$ cat config.mk
export PLATFORM = sky130hd
export DESIGN_NAME = iomem_cmd_master
export DESIGN_NICKNAME = d
export VERILOG_FILES = /design/src/rtl/iomem_cmd_master.sv
export SDC_FILE = /design/constraint.sdc
export NUM_CORES = 1
export LEC_CHECK = 0
export ABC_AREA = 0
export BUFFER_PORTS_ARGS = -buffer_cell sky130_fd_sc_hd__buf_2
export CORE_MARGIN = 2
export CORE_UTILIZATION = 40
export CTS_BUF_LIST = sky130_fd_sc_hd__clkbuf_8
export DETAILED_ROUTE_END_ITERATION = 10
export GPL_ROUTABILITY_DRIVEN = 0
export PLACE_DENSITY = 0.66
export SYNTH_ARGS = -nofsm -noshare
export SYNTH_HDL_FRONTEND = slang
export SYNTH_SLANG_ARGS = --single-unit
$ cat constraint.sdc
create_clock -name clk -period 2.4 [get_ports clk]
set_input_delay 0.24 -clock clk [delete_from_list [all_inputs] [get_ports clk]]
set_output_delay 0.24 -clock clk [all_outputs]
set_load 0.01 [all_outputs]
$ cat src/rtl/iomem_cmd_master.sv
// iomem_cmd_master: host byte-stream initiator on the PicoSoC iomem bus.
// Parses 'W'/'R' commands, runs one bus transfer per command, streams back K/T/? responses.
module iomem_cmd_master #(
  parameter int TIMEOUT_CYCLES = 1024
) (
  input  logic        clk,
  input  logic        resetn,
  input  logic [7:0]  rx_data,
  input  logic        rx_valid,
  output logic        rx_ready,
  output logic [7:0]  tx_data,
  output logic        tx_valid,
  input  logic        tx_ready,
  output logic        iomem_valid,
  input  logic        iomem_ready,
  output logic [3:0]  iomem_wstrb,
  output logic [31:0] iomem_addr,
  output logic [31:0] iomem_wdata,
  input  logic [31:0] iomem_rdata,
  output logic        busy
);
  localparam int TW = $clog2(TIMEOUT_CYCLES + 1);
  localparam logic [TW-1:0] TLAST = TW'(TIMEOUT_CYCLES - 1);
  typedef enum logic [2:0] {IDLE, ADDR, STRB, DATA, BUS, RESP} state_t;
  state_t        r_state;
  logic [1:0]    r_cnt;
  logic          r_wr;
  logic [TW-1:0] r_tmo;
  logic [31:0]   r_resp;
  logic [2:0]    r_left;
  logic          w_rx;
  assign w_rx = rx_valid && rx_ready;
  always_ff @(posedge clk) begin
    if (!resetn) begin
      r_state     <= IDLE;
      r_cnt       <= '0;
      r_wr        <= 1'b0;
      r_tmo       <= '0;
      r_resp      <= '0;
      r_left      <= '0;
      rx_ready    <= 1'b0;
      tx_data     <= '0;
      tx_valid    <= 1'b0;
      iomem_valid <= 1'b0;
      iomem_wstrb <= '0;
      iomem_addr  <= '0;
      iomem_wdata <= '0;
      busy        <= 1'b0;
    end else begin
      case (r_state)
        IDLE: begin
          rx_ready <= 1'b1;
          if (w_rx) begin
            busy  <= 1'b1;
            r_cnt <= '0;
            r_wr  <= rx_data == 8'h57;
            if (rx_data == 8'h57 || rx_data == 8'h52) begin
              r_state <= ADDR;
            end else begin
              rx_ready <= 1'b0;
              tx_data  <= 8'h3F;
              tx_valid <= 1'b1;
              r_left   <= '0;
              r_state  <= RESP;
            end
          end
        end
        ADDR: if (w_rx) begin
          iomem_addr <= {iomem_addr[23:0], rx_data};
          r_cnt      <= r_cnt + 2'd1;
          if (r_cnt == 2'd3) begin
            if (r_wr) begin
              r_state <= STRB;
            end else begin
              iomem_wstrb <= '0;
              rx_ready    <= 1'b0;
              iomem_valid <= 1'b1;
              r_tmo       <= '0;
              r_state     <= BUS;
            end
          end
        end
        STRB: if (w_rx) begin
          iomem_wstrb <= rx_data[3:0];
          if (|rx_data[3:0]) begin
            r_state <= DATA;
          end else begin
            rx_ready <= 1'b0;
            tx_data  <= 8'h3F;
            tx_valid <= 1'b1;
            r_left   <= '0;
            r_state  <= RESP;
          end
        end
        DATA: if (w_rx) begin
          iomem_wdata <= {iomem_wdata[23:0], rx_data};
          r_cnt       <= r_cnt + 2'd1;
          if (r_cnt == 2'd3) begin
            rx_ready    <= 1'b0;
            iomem_valid <= 1'b1;
            r_tmo       <= '0;
            r_state     <= BUS;
          end
        end
        BUS: begin
          // ready takes priority over a timeout expiring in the same cycle
          if (iomem_ready) begin
            iomem_valid <= 1'b0;
            r_resp      <= iomem_rdata;
            tx_data     <= 8'h4B;
            tx_valid    <= 1'b1;
            r_left      <= r_wr ? 3'd0 : 3'd4;
            r_state     <= RESP;
          end else if (r_tmo == TLAST) begin
            iomem_valid <= 1'b0;
            tx_data     <= 8'h54;
            tx_valid    <= 1'b1;
            r_left      <= '0;
            r_state     <= RESP;
          end else begin
            r_tmo <= r_tmo + 1'b1;
          end
        end
        RESP: if (tx_ready) begin
          if (r_left == 3'd0) begin
            tx_valid <= 1'b0;
            busy     <= 1'b0;
            rx_ready <= 1'b1;
            r_state  <= IDLE;
          end else begin
            tx_data <= r_resp[31:24];
            r_resp  <= {r_resp[23:0], 8'h00};
            r_left  <= r_left - 3'd1;
          end
        end
        default: r_state <= IDLE;
      endcase
    end
  end
endmodule

# After elaboration in Yosys (flattened, before gate mapping)

Index checks and enable logic that the tools add are counted.

Register bits: 132

Multiplexer cells: 84
Add/subtract/negate cells: 3
Reduce and logical (&&, ||, !) cells: 26
Eq/ne operators: 26

Operators by type and width:

| operator              | count |
|---|---|
| $mux 32               | 3 |
| $mux 11               | 7 |
| $mux 3                | 22 |
| $mux 8                | 8 |
| $pmux 32 s2           | 1 |
| $pmux 11 s3           | 1 |
| $pmux 8 s4            | 1 |
| $ne 2x2->1 const B    | 15 |
| $mux 1                | 27 |
| $reduce_and 8->1      | 3 |
| $pmux 3 s6            | 1 |
| $eq 8x7->1 const B    | 2 |
| $mux 4                | 4 |
| $pmux 3 s4            | 1 |
| $add 11x1->11 const B | 1 |
| $eq 11x10->1 const B  | 1 |
| $reduce_and 10->1     | 1 |
| $reduce_and 9->1      | 1 |
| $pmux 4 s2            | 1 |
| $reduce_and 4->1      | 2 |
| $reduce_bool 2->1     | 4 |
| $reduce_and 7->1      | 1 |
| $eq 3x2->1 const B    | 2 |
| $eq 3x3->1 const B    | 2 |
| 23 further kinds      | 27 |

# Longest topological paths before layout

Word-level depth: 5
Mapped depth: 9
Mapped depth without buffers: 8

# Worst setup path after synthesis

OpenSTA, ideal clock, no wires.

Path type: reg2reg
Start: register r_tmo[0]
End: register r_state[1]
Library setup time: 0.129 ns
Buffers on the path: 0
Clock period less this slack: 1.824 ns
Data required time: 2.271 ns
Stages on the path, launching flop included: 7
Slack: 0.576 ns
Arrival: 1.695 ns
Path through: dfxtp_1 -> ha_1 -> nand3_1 -> or3_1 -> a211oi_2 -> mux2i_1 -> nor2_1

Cells in the longest elaborated chain, start to end: 3

Ends and longest elaborated chain:

| item                       | line | text |
|---|---|---|
| start, declared            | 28   | `logic [TW-1:0] r_tmo;` |
| start signal, assigned     | 121  | `r_tmo <= r_tmo + 1'b1;` |
| $eq 11x10->1               | 114  | `end else if (r_tmo == TLAST) begin` |
| $ne 3x3->1 (no line)       | n/a  |  |
| $reduce_and 9->1 (no line) | n/a  |  |
| end signal, assigned       | 113  | `r_state <= RESP;` |
| end signal, assigned       | 119  | `r_state <= RESP;` |
| end signal, assigned       | 129  | `r_state <= IDLE;` |
| end, declared              | 25   | `state_t r_state;` |

Every way passes these cells.
A chain may end at the register's enable or synchronous reset.

# Worst setup path in the final report

Start: register r_state[2]
End: register r_tmo[0]

Cells in the longest elaborated chain, start to end: 3
Elaborated cells on any way between the ends: 13
Classes of those cells: 10 x eq/ne; 1 x mux; 2 x reduce/logical

Ends and longest elaborated chain:

| item                                                             | line | text |
|---|---|---|
| start signal, assigned                                           | 35   | `r_state <= IDLE;` |
| start signal, assigned                                           | 58   | `r_state <= ADDR;` |
| start signal, assigned                                           | 64   | `r_state <= RESP;` |
| $eq 3x3->1, or another cell as far along                         | 50   | `case (r_state)` |
| $ne 2x2->1 (no line) / $reduce_bool 3->1 (equally long branches) | n/a  |  |
| $reduce_and 8->1 (no line)                                       | n/a  |  |

Several ways; a longest one is shown, not always the timed one.

==> flow_summary.ini <==
[pwr]
p_leak_nw = 2.63
pwr-share-seq = 0.439
pwr_density_cell_mw_per_mm2 = 857
p_sw_mw = 1.83
power_frac_clock = 0.339
swShare = 0.316
internal_power_mw = 3.95
p_comb_frac = 0.222
power_mw = 5.77
irDropWorstVdd_uv = 529

[global_route]
track_usage = 0.189
grt_pass1_vias = 4474
overflow = 0
grt_pass1_wl_mm = 22.2
grt_max_degree = 62
antenna_found_initial = 0

[synthesis]
synth_area_leader_cell = dfxtp_1
yosysWarningCount = 0
yosys-top-cells-area = dfxtp_1 (48%), nand2_1 (14%), a21oi_1 (8.8%)
synth.distinct_cells = 53
syn_inst = 690
synth_seq_cells = 132
avgSynthCellArea_um2 = 7.96
ys_async_sr_fraction = 0
synth-seq-area-share = 0.481
synth_enable_flop_cells = 0
syn_nets = 739
syn_area_mm2 = 0.00549
ys.flop_type = dfxtp_1
yosysTopAreaCellShare = 0.481

[timing]
max_freq_mhz = 500
post-route-period-util = 0.833
slew_headroom = 0.492
fin_worst_skew_ns = 0.00919
min_period_ns = 2.00
tightestPinTransition_ns = 0.761
final.setup.tns_ns = 0
finalHoldViolations = 0
slew_violations = 0
setup_violations = 0
grt_setup_unrepaired = false

[worst_setup_path]
crit_type = reg -> reg
critPathLaunchType = flop
cp_max_fo = 9
r2r_cells = 5
cp.required_ns = 2.79
r2r-end = r_tmo[0]
r2r-start = r_state[2]
regToRegSetupSlack_ns = 0.40
cp.arrival_ns = 2.39
end_kind = flop

[cts]
cts_setup_buffers = 0
post_cts_resized = 0
hold_buffers = 0
h-tree-depth = 4
cts_tree = done
root_buffer = clkbuf_8
cts_sinks = 132
clk_latency_ns = 0.45
clk_pin_slew_worst_paths_ns = 0.08
numCtsBuffers = 17
cts.path.max_buffers = 2

[drt]
met3_length_um = 808
wl_per_cell_um = 13.6
vias_per_cell = 5.03
first_iter_violations = 347
ant_nets = 0
dr_total_vias = 5005
drcViolationCount = 0
routed-wl-met2_mm = 6.16
firstDrtPassIters = 4
wl_met1_mm = 6.42
top_layer_used = met4
wl_mm = 13.5

[placement]
dpl.hpwl_mm = 9.15
portBuffers = 124

[status]
status = completed

[floorplan]
core_area_mm2 = 0.0133
initial_utilization = 0.412
die_w_um = 121
io_pins = 125
row_count = 42
chipHeight_um = 121
die-area_mm2 = 0.0147

[hold_path]
min_path_type = in -> reg
min-delay-start = iomem_rdata[1]
hold-path-cell-count = 3
hold_end = r_resp[1]

[layout]
areaGrowthSynthToFinish_pct = 22.6
layout-drive-gt1-share = 0.238
diodes = 0
num-nets-final = 856
n_fill_cell = 1332

[run]
drv_cap = 0
## how the worst max path moves through the flow
stage	from	to	slack, ns
CTS	r_state[2]	r_tmo[0]	0.40
global route	r_state[2]	r_resp[11]	0.27
floorplan	r_tmo[0]	r_state[1]	0.58
detailed placement	r_state[2]	r_tmo[7]	0.44
global placement	r_state[2]	r_tmo[0]	0.47
finish	r_state[2]	r_tmo[0]	0.40
## area by class of cell
cell class                      count  area (um2)  area share
Clock buffer                       17         234      0.0347
Tap cell                          176         220      0.0327
Inverter                            8        31.3     0.00464
Timing Repair Buffer              144         796       0.118
Sequential cell                   132        2640       0.392
Multi-Input combinational cell    504        2630       0.391
Clock inverter                     15         180      0.0267
## layer usage
layer / global-route usage / vias to the layer above
li1: - / 2594
met1: 0.262 / 2270
met2: 0.280 / 130
met3: 0.0583 / 11
met4: 0.0625 / 0
met5: 0 / -
## power by group through the flow
stage | Clock [mW] | Combinational (mW) | Sequential (mW)
finish | 1.96 | 1.28 | 2.53
global route | 2.12 | 1.44 | 2.56
CTS | 2.01 | 1.28 | 2.54
detailed placement | 0 | 1.28 | 2.58
global placement | 0 | 1.28 | 2.58
floorplan | 0 | 0.885 | 2.58
## sequential cells by signal, indices dropped and copies added, names as in the netlist
name,cells
busy,1
iomem_addr,32
iomem_valid,1
iomem_wdata,32
iomem_wstrb,4
r_cnt,2
r_left,3
r_resp,32
r_state,3
r_tmo,11
r_wr,1
rx_ready,1
tx_data,8
tx_valid,1
## cells by family after synthesis
| logic type | synth area share |
|---|---|
| xor gates and xnor gates | 0.0128 |
| adders and majority gates | 0.00911 |
| DFF | 0.481 |
| and+or+nand+nor | 0.265 |
| muxes | 0.0118 |
| buffers and inverters | 0.0415 |
| AOI/OAI and AO/OA | 0.178 |
## cell usage after synthesis, drive strengths merged, types with 2 or more instances
master and count:
a211oi 5, nand2b 8, inv 8, buf 11, a21oi 97, a31oi 4, nor3b 5, ha 4
dfxtp 132, a21boi 2, o21ai 13, clkbuf 35, o21a 2, o211ai 3, nor2 51, nand4 3
and3b 2, nor3 8, nor4b 3, nor2b 4, nor4 3, or3 3, o22ai 2, xnor2 8
nand3 22, nand2 203, nand3b 3, a311oi 25, o31ai 2, and4 2, mux2i 5
## critical path, stage by stage, from the launching register on
cell,delay (ns)
dfxtp_1,0.49
or3b_4,0.45
nor4_4,0.57
nor2_2,0.09
mux2_4,0.27
nor2_2,0.06
## cell usage in the layout (no fill, tap or decap), types with 4 or more instances in the layout
master | Yosys | final
clkbuf_8 | 0 | 17
a21oi_1 | 97 | 97
nor2b_1 | 4 | 4
nand3_1 | 22 | 22
buf_4 | 0 | 18
a211oi_1 | 4 | 4
o21ai_0 | 11 | 11
nand2b_1 | 8 | 8
inv_1 | 7 | 7
a311oi_1 | 25 | 25
mux2i_1 | 5 | 5
nor2_2 | 3 | 4
nor3b_1 | 5 | 5
ha_1 | 4 | 4
xnor2_1 | 8 | 8
clkinv_2 | 0 | 4
nor2_1 | 48 | 47
nor3_1 | 8 | 8
dfxtp_1 | 132 | 132
nand2_1 | 203 | 203
buf_2 | 8 | 124
## per-stage QoR
step	std cells	hold slack (ns)	setup WS (ns)	area (um2)	util
5_1_grt	996	0.0282	0.273	6740	0.505
4_1_cts	996	0.00782	0.405	6740	0.505
2_1_floorplan	690	0.376	0.576	5490	-
3_3_place_gp	964	0.440	0.470	6320	0.474
6_report	996	0.0445	0.400	6740	0.505
3_5_place_dp	964	0.444	0.438	6320	0.474
No activity file was read; power rests on OpenSTA's default activity.
